File: config.mk
export PLATFORM = sky130hd
export DESIGN_NAME = gpu_blitter
export DESIGN_NICKNAME = d
export VERILOG_FILES = /design/src/rtl/gpu_pkg.sv /design/src/rtl/gpu_tag_fifo.sv /design/src/rtl/gpu_blitter.sv
export SDC_FILE = /design/constraint.sdc
export NUM_CORES = 1
export LEC_CHECK = 0
export CAP_MARGIN = 20
export CORE_MARGIN = 2
export CORE_UTILIZATION = 60
export DETAILED_ROUTE_END_ITERATION = 8
export HOLD_SLACK_MARGIN = 0.12
export PLACE_DENSITY = 0.86
export RECOVER_POWER = 50
export SLEW_MARGIN = 30
export SYNTH_ARGS = -nofsm -noshare
export SYNTH_HDL_FRONTEND = slang
export SYNTH_SLANG_ARGS = --single-unit
File: constraint.sdc
create_clock -name clk -period 14.8 [get_ports clk]
set_clock_uncertainty 0.1 [all_clocks]
set_input_delay 1.48 -clock clk [delete_from_list [all_inputs] [get_ports clk]]
set_output_delay 1.48 -clock clk [all_outputs]
set_load 0.005 [all_outputs]
File: src/rtl/gpu_pkg.sv
// gpu_pkg: shared definitions for the GPU blitter.
//   op_e    : command opcodes carried on cmd_op
//   state_e : blitter control states
//   coord_w : width of a signed destination coordinate that can cover
//             one framebuffer extent with headroom for clipping
package gpu_pkg;

  typedef enum logic [1:0] {
    OP_DRAW  = 2'd0,
    OP_FILL  = 2'd1,
    OP_CLEAR = 2'd2,
    OP_NOP   = 2'd3
  } op_e;

  typedef enum logic [1:0] {
    ST_IDLE,
    ST_ISSUE,
    ST_FILL,
    ST_DRAIN
  } state_e;

  function automatic int unsigned coord_w(input int unsigned extent);
    return $clog2(extent) + 2;
  endfunction

endpackage

File: src/rtl/gpu_tag_fifo.sv
// gpu_tag_fifo: synchronous FIFO holding destination coordinates of
// memory reads that are in flight.
//   clk, enable (sync active-low reset / flush)
//   push, push_data : write side (ignored when full unless popping)
//   pop,  pop_data  : read side (ignored when empty), pop_data = head
//   full, empty     : occupancy flags
module gpu_tag_fifo #(
  parameter int unsigned DEPTH = 4,
  parameter int unsigned WIDTH = 8
) (
  input  logic             clk,
  input  logic             enable,
  input  logic             push,
  input  logic [WIDTH-1:0] push_data,
  input  logic             pop,
  output logic [WIDTH-1:0] pop_data,
  output logic             full,
  output logic             empty
);

  localparam int unsigned PW = $clog2(DEPTH);

  logic [WIDTH-1:0] mem [DEPTH];
  logic [PW-1:0]    wr_ptr;
  logic [PW-1:0]    rd_ptr;
  logic [PW:0]      count;
  logic             do_push;
  logic             do_pop;

  assign empty    = (count == '0);
  assign full     = (count == (PW+1)'(DEPTH));
  assign do_pop   = pop && !empty;
  assign do_push  = push && (!full || do_pop);
  assign pop_data = mem[rd_ptr];

  always_ff @(posedge clk) begin
    if (do_push) mem[wr_ptr] <= push_data;
  end

  always_ff @(posedge clk) begin
    if (!enable) begin
      wr_ptr <= '0;
      rd_ptr <= '0;
      count  <= '0;
    end else begin
      if (do_push) wr_ptr <= wr_ptr + PW'(1);
      if (do_pop)  rd_ptr <= rd_ptr + PW'(1);
      if (do_push && !do_pop)      count <= count + (PW+1)'(1);
      else if (!do_push && do_pop) count <= count - (PW+1)'(1);
    end
  end

endmodule

File: src/rtl/gpu_blitter.sv
// gpu_blitter: rectangle draw engine (DRAW copy from memory, FILL, CLEAR).
//   clk, enable        : clock, sync active-low reset
//   cmd_*              : command handshake and fields, latched on accept
//   busy               : command in progress
//   mem_read/ack/addr  : stallable read request port
//   mem_rvalid/data    : in-order read responses
//   fb_write/x/y/color : framebuffer write port (always accepted)
module gpu_blitter
  import gpu_pkg::*;
#(
  parameter int unsigned FB_WIDTH   = 400,
  parameter int unsigned FB_HEIGHT  = 240,
  parameter int unsigned ADDR_W     = 32,
  parameter int unsigned COLOR_W    = 16,
  parameter int unsigned DIM_W      = 16,
  parameter int unsigned MAX_OUT    = 4,
  parameter int unsigned TRANSP_BIT = 0,
  parameter int unsigned XW         = coord_w(FB_WIDTH),
  parameter int unsigned YW         = coord_w(FB_HEIGHT)
) (
  input  logic               clk,
  input  logic               enable,
  input  logic               cmd_valid,
  output logic               cmd_ready,
  input  logic [1:0]         cmd_op,
  input  logic               cmd_flip_x,
  input  logic               cmd_flip_y,
  input  logic               cmd_transp,
  input  logic [ADDR_W-1:0]  cmd_addr,
  input  logic [DIM_W-1:0]   cmd_src_x,
  input  logic [DIM_W-1:0]   cmd_src_y,
  input  logic [DIM_W-1:0]   cmd_img_w,
  input  logic [DIM_W-1:0]   cmd_w,
  input  logic [DIM_W-1:0]   cmd_h,
  input  logic [XW-1:0]      cmd_dst_x,
  input  logic [YW-1:0]      cmd_dst_y,
  input  logic [COLOR_W-1:0] cmd_color,
  output logic               busy,
  output logic               mem_read,
  input  logic               mem_ack,
  output logic [ADDR_W-1:0]  mem_addr,
  input  logic               mem_rvalid,
  input  logic [COLOR_W-1:0] mem_data,
  output logic               fb_write,
  output logic [XW-2:0]      fb_x,
  output logic [YW-2:0]      fb_y,
  output logic [COLOR_W-1:0] fb_color
);

  localparam int unsigned TW    = (XW - 1) + (YW - 1);
  localparam int          FBW_S = int'(FB_WIDTH);
  localparam int          FBH_S = int'(FB_HEIGHT);

  state_e state, state_nx;

  logic                      flip_x_q, flip_y_q, transp_q;
  logic [ADDR_W-1:0]         addr_q;
  logic [DIM_W-1:0]          src_x_q, src_y_q, img_w_q, w_q, h_q;
  logic signed [XW-1:0]      dst_x_q;
  logic signed [YW-1:0]      dst_y_q;
  logic [COLOR_W-1:0]        color_q;
  logic [DIM_W-1:0]          col, row;

  logic                      wr_q;
  logic [XW-2:0]             wx_q;
  logic [YW-2:0]             wy_q;
  logic [COLOR_W-1:0]        wc_q;

  op_e                       op_in;
  logic                      accept, empty_rect, start_draw, start_fill;
  logic signed [31:0]        px, py;
  logic [XW-2:0]             px_lo;
  logic [YW-2:0]             py_lo;
  logic                      in_bounds, last_col, last_row, advance;
  logic [DIM_W-1:0]          sc, sr;
  logic                      tag_full, tag_empty, resp_valid;
  logic [TW-1:0]             tag_out;
  logic                      filling;

  assign op_in      = op_e'(cmd_op);
  assign cmd_ready  = (state == ST_IDLE);
  assign busy       = !cmd_ready;
  assign accept     = cmd_valid && cmd_ready;
  assign empty_rect = (op_in != OP_CLEAR) && ((cmd_w == '0) || (cmd_h == '0));
  assign start_draw = accept && (op_in == OP_DRAW) && !empty_rect;
  assign start_fill = accept && ((op_in == OP_CLEAR) || ((op_in == OP_FILL) && !empty_rect));

  // Destination of the current scan position, evaluated wide so that
  // clipping never sees a wrapped coordinate.
  assign px        = 32'(dst_x_q) + $signed(32'(col));
  assign py        = 32'(dst_y_q) + $signed(32'(row));
  assign px_lo     = (XW-1)'(dst_x_q) + (XW-1)'(col);
  assign py_lo     = (YW-1)'(dst_y_q) + (YW-1)'(row);
  assign in_bounds = (px >= 0) && (px < FBW_S) && (py >= 0) && (py < FBH_S);
  assign last_col  = (col == w_q - DIM_W'(1));
  assign last_row  = (row == h_q - DIM_W'(1));

  assign sc       = flip_x_q ? (w_q - DIM_W'(1) - col) : col;
  assign sr       = flip_y_q ? (h_q - DIM_W'(1) - row) : row;
  assign mem_addr = addr_q + ADDR_W'(src_x_q) + ADDR_W'(sc)
                  + (ADDR_W'(src_y_q) + ADDR_W'(sr)) * ADDR_W'(img_w_q);

  assign resp_valid = mem_rvalid && !tag_empty;

  gpu_tag_fifo #(
    .DEPTH (MAX_OUT),
    .WIDTH (TW)
  ) u_tag_fifo (
    .clk       (clk),
    .enable    (enable),
    .push      (mem_read && mem_ack),
    .push_data ({px_lo, py_lo}),
    .pop       (mem_rvalid),
    .pop_data  (tag_out),
    .full      (tag_full),
    .empty     (tag_empty)
  );

  always_comb begin
    state_nx = state;
    advance  = 1'b0;
    mem_read = 1'b0;
    case (state)
      ST_IDLE: begin
        if (start_draw)      state_nx = ST_ISSUE;
        else if (start_fill) state_nx = ST_FILL;
      end
      ST_ISSUE: begin
        if (!in_bounds) begin
          advance = 1'b1;
        end else begin
          mem_read = !tag_full;
          advance  = !tag_full && mem_ack;
        end
        if (advance && last_col && last_row) state_nx = ST_DRAIN;
      end
      ST_FILL: begin
        advance = 1'b1;
        if (last_col && last_row) state_nx = ST_IDLE;
      end
      ST_DRAIN: begin
        if (tag_empty) state_nx = ST_IDLE;
      end
      default: state_nx = ST_IDLE;
    endcase
  end

  always_ff @(posedge clk) begin
    if (!enable) begin
      state <= ST_IDLE;
      col   <= '0;
      row   <= '0;
      wr_q  <= 1'b0;
      wx_q  <= '0;
      wy_q  <= '0;
      wc_q  <= '0;
    end else begin
      state <= state_nx;
      if (accept) begin
        flip_x_q <= (op_in != OP_CLEAR) && cmd_flip_x;
        flip_y_q <= (op_in != OP_CLEAR) && cmd_flip_y;
        transp_q <= cmd_transp;
        addr_q   <= cmd_addr;
        src_x_q  <= cmd_src_x;
        src_y_q  <= cmd_src_y;
        img_w_q  <= cmd_img_w;
        color_q  <= cmd_color;
        if (op_in == OP_CLEAR) begin
          w_q     <= DIM_W'(FB_WIDTH);
          h_q     <= DIM_W'(FB_HEIGHT);
          dst_x_q <= '0;
          dst_y_q <= '0;
        end else begin
          w_q     <= cmd_w;
          h_q     <= cmd_h;
          dst_x_q <= cmd_dst_x;
          dst_y_q <= cmd_dst_y;
        end
        col <= '0;
        row <= '0;
      end else if (advance) begin
        if (last_col) begin
          col <= '0;
          row <= row + DIM_W'(1);
        end else begin
          col <= col + DIM_W'(1);
        end
      end
      wr_q <= resp_valid && (!transp_q || mem_data[TRANSP_BIT]);
      if (resp_valid) begin
        {wx_q, wy_q} <= tag_out;
        wc_q         <= mem_data;
      end
    end
  end

  // FILL pixels need no memory round trip, so they bypass the response
  // register to start writing the cycle after accept; no read response can
  // be pending while in FILL because DRAIN only exits with the FIFO empty.
  assign filling  = (state == ST_FILL);
  assign fb_write = filling ? in_bounds : wr_q;
  assign fb_x     = filling ? px_lo     : wx_q;
  assign fb_y     = filling ? py_lo     : wy_q;
  assign fb_color = filling ? color_q   : wc_q;

endmodule

# == After elaboration in Yosys (flattened, before gate mapping) ==
# Memories as Yosys holds them, arrays and structs flattened. A register that Yosys moved wholly into a read port is not among the register bits.
# Cells that the tools add are included.
# W data, S select, Z words.
# word_totals
ff_bits,210
mem_bits_rw,76
inputBits,175
output_inout_bits,71
wordCells,123
n_memories,1
# op_classes
n_addsub,18
multipliers,1
n_lt_le_gt_ge,4
n_eq_ne,13
n_mux,22
bitwise,1
reduce_logical,43
# memory_table
memory,depth,word_bits,rd,rd_ports_with_merged_regs,write_ports,line_no,source
u_tag_fifo.mem,4,19,1,1,1,gpu_tag_fifo.sv:23,logic [WIDTH-1:0] mem [DEPTH];
# op_table
op,count
$add A32 B16 Y32,2
$mux W16,4
$ge A18 B1 Y1 const B,2
$add A16 B1 Y16 const B,2
$add A32 B32 Y32,1
$eq A16 B16 Y1,2
$logic_not A16 Y1,2
$mul A17 B16 Y32,1
$sub A16 B1 Y16 const B,2
$sub A16 B16 Y16,2
$logic_and A1 B1 Y1,21
$add A10 B17 Y18,1
$add A11 B17 Y18,1
$lt A18 B10 Y1 const B,1
$lt A18 B9 Y1 const B,1
$add A16 B16 Y17,1
$add A10 B10 Y10,1
$mux W10,1
$mux W2,5
$add A9 B9 Y9,1
$mux W9,1
$logic_not A1 Y1,8
$pmux W2 S4,1
$mux W1,7
19 further kinds,31

# == Depth between registers and ports, before layout ==
# Gate-level depths: netlist (run 1).
# depth
ltp_word,13
depth_mapped,46
ltp_nobuf,46

# == By module ==
# A second synthesis (run 1) with hierarchy kept.
# unflattened
hier_cells,2607
hier_area_um2,26868.3
# by_module_without_submodules
mod,instances,cells_each,area_per_inst_um2,seq_area_each_um2
gpu_blitter,1,2460,23588.9,5965.7
gpu_tag_fifo,1,147,3279.4,2462.4

# == Least setup slack after synthesis (run 1) ==
# Ideal clock, no wire load.
# synth_timing
path_type,register to output
startpoint,reg h_q[0]
endpoint,out mem_addr[30]
arrival_time_ns,9.675
t_required_ns,13.220
setup_slack_ns,3.545
path_stages_with_launch,43
n_path_buf,1
cell_sequence,edfxtp_1 inv_1 ha_1 inv_1 ha_1 nor2b_1 o21ai_0 a21boi_0 o21ai_0 a21boi_0 o2111ai_1 nand4_1 a31o_2 a21oi_1 xor2_1 mux2i_1 ha_1 and3_1 (+7 left out) fa_1 fa_1 inv_1 fa_1 inv_1 fa_1 inv_1 ha_1 o21a_1 o21ai_0 nor3_1 a211oi_1 o31ai_1 o31ai_1 a21oi_1 a221o_1 a21oi_1 xnor2_1
# synth_between
elab_chain_cells,6
# synth_lines
element,line_no,source
start: declaration,gpu_blitter.sv:58,"logic [DIM_W-1:0] src_x_q, src_y_q, img_w_q, w_q, h_q;"
start signal: assignment,gpu_blitter.sv:170,h_q <= DIM_W'(FB_HEIGHT);
start signal: assignment,gpu_blitter.sv:175,h_q <= cmd_h;
$sub A16 B1 Y16,gpu_blitter.sv:99,assign sr = flip_y_q ? (h_q - DIM_W'(1) - row) : row;
$sub A16 B16 Y16,gpu_blitter.sv:99,
$mux W16,gpu_blitter.sv:99,
$add A16 B16 Y17,gpu_blitter.sv:101,+ (ADDR_W'(src_y_q) + ADDR_W'(sr)) * ADDR_W'(img_w_q);
$mul A17 B16 Y32,gpu_blitter.sv:101,
$add A32 B32 Y32,gpu_blitter.sv:101,
end: declaration,gpu_blitter.sv:41,"output logic [ADDR_W-1:0] mem_addr,"
# Every way passes these cells.

# == Final worst setup path (run 1) ==
# layout_timing
startpoint,reg h_q[0]
endpoint,out mem_addr[31]
# The elaborated chain is that of the path after synthesis.

==> key figures, run 1 <==
Critical path
  – Max incr delay on CP: about 0.58 ns
  – WP data required: 13.22 ns
  – Startpoint types: flop
  – FF-to-FF path depth: 6
  – CP max FO: 9
  – Kind of critical path: flop to output port
  – Crit-path slowest cell: a311oi_1
  – CP bufs+invs: 8
  – Worst R2R End: addr_q[30]$_DFFE_PP_
  – CP Capture Point: mem_addr[31]
  – Worst setup EP type: output port
  – Crit path DAT: 12.26 ns
  – Delay-heaviest family, CP: adder cells
  – Crit path depth: 45
  – CP startpoint: h_q[0]$_SDFFCE_PP0P_
  – R2R setup slack: a little over 9 ns
  – R2R Path Start: state[0]$_SDFFE_PN0P_

Yosys
  – Cell count after synthesis: roughly 2700
  – Most used DFF post-synth: edfxtp_1
  – Avg Inst Size Synth: 10.1 µm²
  – Dominant cell type by area after synthesis: edfxtp_1
  – Synth unique cells: 77
  – FF+latch count, synth: roughly 310
  – Ys Warns: 0
  – Syn_nets: 3323
  – Cell area after synthesis: 0.0271 mm²
  – Post-synth top area share: between 20% and 30%
  – Async S/R FF share, synth: 0%
  – Register area share after synthesis: 31.0%
  – Synth top area cells: edfxtp_1 25%, fa_1 20%, ha_1 9.1%
  – EDFF count, synth: 228

Die
  – Starting Density: 61.0%
  – # rows: 77
  – Die Y-Extent: ~220 µm
  – # IOs: approximately 250
  – Die width: roughly 220 µm
  – Die footprint: 0.0469 mm²
  – Core area: approximately 0.044 mm²

Global route
  – Gr usage total: a little under a third
  – First-pass GRT wire length: about 110000 µm
  – Gr ovfl total: 0
  – Vias in the first global route: ~21000
  – Largest net degree at the start of global routing: 80
  – Initial antenna violation count: 0

Routing
  – DR DRC count: 0
  – 1st-iter DRT viols: 1595
  – Via count: 20700
  – DR vias/cell: slightly below 6
  – Final wirelength: 72700 µm
  – Drt pass-1 iters: 6
  – Routed len/inst: between 20 and 25 µm
  – Detail Route Antenna Nets: 0

CTS
  – H-tree lvl count: 2
  – Root Buffer: clkbuf_16
  – Clock-pin slew on the worst setup and hold paths: around 0.060 ns
  – Clock Latency Late Sink: between 0.5 and 0.6 ns
  – TritonCTS clock tree: done
  – Num Clock Sinks: ~300
  – Bufs on Longest Clock Path: 3
  – CTS buffer count: 35

Timing
  – Final Hold Fails: 0
  – RSZ-0062 raised after global routing: false
  – Setup_tns: 0 ns
  – Final period demand of the worst path: roughly 14 ns
  – Worst Max-Slew Pin Slew: approximately 4.7 ns
  – Max Fclk: 72.3 MHz
  – Slew Viols, Final: approximately 260
  – Period utilisation layout: between 90 and 100%
  – Max_slew headroom: -211%
  – Worst setup slack after layout: 0.960 ns
  – Hold_ws: 0.367 ns
  – Final setup viols: 0

Placement
  – Pre-CTS setup slack: around 1.2 ns
  – PortBufs: around 250
  – Placer Congestion: between 0.9 and 1
  – Detailed placement HPWL: roughly 57000 µm
  – Placed cells: 3450

Finish
  – Register Area: 0.00839 mm²
  – Cell Count, Final, Fillers Out: ~3500
  – Commonest non-fill, non-tap cells in the layout: 426 x inv_1, 276 x fa_1, 272 x nand2_1
  – Share of layout cells above drive strength 1: approximately 5.5%
  – Post-layout net count: 3545
  – ANT cells: 0
  – Fillcell total: 3159
  – Multi-input gate area: 0.0168 mm²
  – Synth-to-layout area growth: 15.7%
  – Commonest non-fill, non-tap cell in the layout: inv_1

Status
  – Failing checks: max-capacitance violations, max-slew violations
  – Status: finished with violations

Hold path
  – HP Class: flop to flop

Run
  – # Max-Cap Violations: 5
-- per-stage QoR --
step	util, %	area [µm²]
final	70.5	31300
after global routing	70.5	31300
after CTS	70.5	31300
after detailed placement	68.0	30200
after global placement	68.0	30200
after floorplan	-	27100
-- routing by layer --
| layer | up-vias | share of wire (%) | GRT usage, % |
|---|---|---|---|
| met5 | - | 0 | 0 |
| met1 | 10100 | 41 | 42.2 |
| met3 | 193 | 9.1 | 6.20 |
| met2 | 979 | 46 | 50.7 |
| li1 | 9387 | - | - |
| met4 | 0 | 3.9 | 11.9 |
-- flip-flops by register name, indices dropped and copies added (netlist names), 3 cells and up --
| name | cells |
|---|---|
| h_q | 16 |
| dst_x_q | 11 |
| color_q | 16 |
| wx_q | 10 |
| dst_y_q | 10 |
| w_q | 16 |
| img_w_q | 16 |
| wc_q | 16 |
| u_tag_fifo.mem | 76 |
| u_tag_fifo.count | 3 |
| src_y_q | 16 |
| src_x_q | 16 |
| addr_q | 32 |
| wy_q | 9 |
| row | 16 |
| col | 16 |
-- synth_stat cells (all sizes together), types with 59 or more instances --
cell and instances:
dfxtp 77, and2 186, edfxtp 228, inv 427
xnor2 71, a21oi 99, fa 276, nor2 104
clkbuf 75, ha 197, o21ai 59, nand2 272
-- cell type report --
class | count | area share (%)
multi-input cells | 1855 | 53.7
flip-flops and latches | 305 | 26.8
repair buffers | 272 | 8.48
inverters | 428 | 5.13
clock buffers | 45 | 3.05
well taps | 592 | 2.36
clock inverters | 17 | 0.527
-- logic make-up (layout without fill, tap and decap cells) --
logic type                 count (synthesis)  after routing  share of synthesized area [%]
and+or+nand+nor                          833            833                           16.1
buffers and inverters                    515            762                           7.17
adders and majority gates                473            473                           29.5
AOI/OAI and AO/OA                        369            369                           9.14
DFF                                      305            305                           31.0
xor gates and xnor gates                 110            110                           3.56
muxes                                     70             70                           3.62
-- worst reg2reg max path: stages (launching register included) --
cell and delay (ns):
dfxtp_1 0.34, inv_1 0.15, ha_1 0.25, and3_2 0.19
clkbuf_1 3.27, buf_4 0.72, buf_16 0.32
-- timing repair --
action	CTS	global route
resized for setup	0	1
setup endpoints to repair	0	1
buffers inserted	0	0
hold buffers	0	0
-- worst min-delay path by stage --
stage | slack [ns] | to | cells after the start | from
floorplan | 0.34 | wc_q[0]$_SDFFE_PN0P_ | 2 | wc_q[0]$_SDFFE_PN0P_
global placement | 0.35 | wc_q[3]$_SDFFE_PN0P_ | 2 | wc_q[3]$_SDFFE_PN0P_
detailed placement | 0.36 | wy_q[0]$_SDFFE_PN0P_ | 2 | wy_q[0]$_SDFFE_PN0P_
CTS | 0.37 | wy_q[0]$_SDFFE_PN0P_ | 2 | wy_q[0]$_SDFFE_PN0P_
global route | 0.40 | wc_q[10]$_SDFFE_PN0P_ | 2 | wc_q[10]$_SDFFE_PN0P_
finish | 0.37 | wy_q[2]$_SDFFE_PN0P_ | 2 | wy_q[2]$_SDFFE_PN0P_
Power of run 1 is not shown: default switching activity piles up to over one toggle a cycle in this logic, so the estimate is an artifact.
==> run 2: changes to the inputs <==
--- a/config.mk
+++ b/config.mk
@@ -16,3 +16,4 @@
 export SYNTH_ARGS = -nofsm -noshare
 export SYNTH_HDL_FRONTEND = slang
 export SYNTH_SLANG_ARGS = --single-unit
+export TNS_END_PERCENT = 1
==> results of run 2 <==
Final layout, timing and power as in run 1 (identical DEF).
Power of run 2 is left out for the same reason.
==> run 3: changes to the inputs <==
--- a/config.mk
+++ b/config.mk
@@ -8,10 +8,13 @@
 export CAP_MARGIN = 20
 export CORE_MARGIN = 2
 export CORE_UTILIZATION = 60
+export CTS_CLUSTER_SIZE = 28
 export DETAILED_ROUTE_END_ITERATION = 8
 export HOLD_SLACK_MARGIN = 0.12
+export MAX_ROUTING_LAYER = met4
 export PLACE_DENSITY = 0.86
 export RECOVER_POWER = 50
+export REMOVE_ABC_BUFFERS = 1
 export SLEW_MARGIN = 30
 export SYNTH_ARGS = -nofsm -noshare
 export SYNTH_HDL_FRONTEND = slang
==> key figures, run 3 (synthesized netlist as in run 1, its figures left out) <==
Critical path
  – Crit-path slowest cell: a311oi_1 (unchanged)
  – Kind of critical path: flop to output port (unchanged)
  – Max incr delay on CP: 0.56 ns (was 0.58 ns)
  – Startpoint types: flop (unchanged)
  – CP max FO: 16 (was 9)
  – Crit path DAT: 12.09 ns (was 12.26 ns)
  – Worst setup EP type: output port (unchanged)
  – WP data required: 13.22 ns (about the same)

Placement
  – Detailed placement HPWL: 54400 µm (was 56700 µm)
  – Placer Congestion: 0.962 (was 0.951)
  – PortBufs: 245 (unchanged)

Routing
  – Via count: 20800 (was 20700)
  – Detail Route Antenna Nets: 0 (unchanged)
  – DR DRC count: 0 (unchanged)
  – DR vias/cell: 5.92 (was 5.88)
  – Drt pass-1 iters: 6 (unchanged)
  – 1st-iter DRT viols: 1956 (was 1595)
  – Routed len/inst: 20.5 µm (was 20.7 µm)
  – Final wirelength: 72100 µm (was 72700 µm)

CTS
  – Clock-pin slew on the worst setup and hold paths: 0.06 ns (about the same)
  – Post_cts resized: 0 (unchanged)
  – CTS buffer count: 35 (unchanged)
  – Clock Latency Late Sink: 0.57 ns (about the same)
  – # hold bufs at CTS: 0 (unchanged)
  – Root Buffer: clkbuf_16 (unchanged)
  – H-tree lvl count: 2 (unchanged)
  – Setup Buffers After CTS: 0 (unchanged)
  – Num Clock Sinks: 305 (unchanged)
  – Bufs on Longest Clock Path: 3 (unchanged)
  – TritonCTS clock tree: done (unchanged)

Finish
  – Commonest non-fill, non-tap cells in the layout: 427 x inv_1, 276 x fa_1, 272 x nand2_1 (was 426 x inv_1, 276 x fa_1, 272 x nand2_1)
  – Top reg by flops: u_tag_fifo.mem (unchanged)
  – Post-layout net count: 3541 (was 3545)
  – Largest regs: u_tag_fifo.mem x76, addr_q x32 (unchanged)
  – Fillcell total: 3125 (was 3159)
  – Commonest non-fill, non-tap cell in the layout: inv_1 (unchanged)
  – Synth-to-layout area growth: 15.8% (was 15.7%)
  – Share of layout cells above drive strength 1: 5.38% (was 5.54%)
  – ANT cells: 0 (unchanged)
  – Multi-input gate area: 0.0169 mm² (was 0.0168 mm²)
  – Number of flip-flops in the largest register: 76 (unchanged)
  – Register Area: 0.00839 mm² (unchanged)

Die
  – Die Y-Extent: 216 µm (unchanged)
  – # IOs: 246 (unchanged)
  – Starting Density: 61.0% (unchanged)
  – Die footprint: 0.0469 mm² (unchanged)
  – Core area: 0.0444 mm² (unchanged)
  – # rows: 77 (unchanged)
  – Die width: 216 µm (unchanged)

Run
  – # Max-Cap Violations: 4 (was 5)

Hold path
  – HP Class: flop to flop (unchanged)

Timing
  – Max_slew headroom: -196% (was -211%)
  – Setup_tns: 0 ns (unchanged)
  – RSZ-0062 raised after global routing: false (unchanged)
  – Final period demand of the worst path: 13.67 ns (was 13.84 ns)
  – Slew Viols, Final: 219 (was 258)
  – Max Fclk: 73.2 MHz (was 72.3 MHz)
  – Final Hold Fails: 0 (unchanged)
  – Worst Max-Slew Pin Slew: 4.45 ns (was 4.66 ns)
  – Final setup viols: 0 (unchanged)
  – Period utilisation layout: 92.3% (was 93.5%)

Global route
  – First-pass GRT wire length: 115000 µm (about the same)
  – Largest net degree at the start of global routing: 81 (was 80)
  – Gr usage total: 32.1% (was 31.4%)
  – Gr ovfl total: 0 (unchanged)
  – Vias in the first global route: 21900 (was 21400)
  – Initial antenna violation count: 0 (unchanged)

Status
  – Status: finished with violations (unchanged)
  – Failing checks: max-capacitance violations, max-slew violations (unchanged)
-- run 3: cell count changes in the layout (fill, tap and decap cells not counted), moves of 2 or more --
| cell | previous run | this run |
|---|---|---|
| xnor2_1 | 65 | 63 |
| and2_1 | 145 | 143 |
| clkinv_2 | 6 | 4 |
| clkinvlp_4 | 3 | 1 |
| bufinv_16 | 1 | 4 |
| xnor2_4 | 0 | 3 |
| buf_4 | 19 | 16 |
| and2_0 | 37 | 39 |
-- run 3: cell type report --
cell class              instances  area share, %
inverters                     428           5.12
well taps                     592           2.36
clock inverters                18          0.766
clock buffers                  44           2.96
multi-input cells            1855           53.7
repair buffers                268           8.33
flip-flops and latches        305           26.7
-- run 3: layer usage --
metal | vias to the layer above | wire (µm) | global-route usage [%]
met5 | - | 0 | -
met4 | 0 | 2690 | 11.2
met3 | 199 | 6560 | 6.79
met2 | 1003 | 34600 | 52.0
met1 | 10200 | 28300 | 40.1
li1 | 9371 | - | -
-- run 3: worst max-delay path, delay by kind of cell (launching register included) --
family / cells / cell delay (ns)
buffers and inverters: 8 / 1.11
AOI/OAI and AO/OA: 14 / 3.73
DFF: 1 / 0.41
muxes: 1 / 0.11
and+or+nand+nor: 9 / 1.52
xor gates and xnor gates: 3 / 0.45
adders and majority gates: 10 / 4.18
-- run 3: final timing paths --
check / from / to / slack (ns) / depth (start not counted)
max: h_q[0]$_SDFFCE_PP0P_ / mem_addr[31] / 1.13 / 45
min reg2reg: wc_q[7]$_SDFFE_PN0P_ / wc_q[7]$_SDFFE_PN0P_ / 0.37 / 2
max reg2reg: dst_x_q[10]$_SDFFCE_PP0P_ / u_tag_fifo.count[2]$_SDFFE_PN0P_ / 9.17 / 16
min: wc_q[7]$_SDFFE_PN0P_ / wc_q[7]$_SDFFE_PN0P_ / 0.37 / 2
-- run 3: stage by stage --
stage | setup slack [ns] | util (%) | hold WS, ns | area, µm² | std cells
6_report | 1.13 | 70.7 | 0.368 | 31400 | 3510
5_1_grt | 0.635 | 70.7 | 0.393 | 31400 | 3510
3_5_place_dp | 1.82 | 68.0 | 0.361 | 30200 | 3447
2_1_floorplan | 3.25 | - | 0.341 | 26800 | 2588
4_1_cts | 1.20 | 70.6 | 0.369 | 31400 | 3509
3_3_place_gp | 2.35 | 67.9 | 0.348 | 30200 | 3447
Power of run 3 is left out for the same reason.
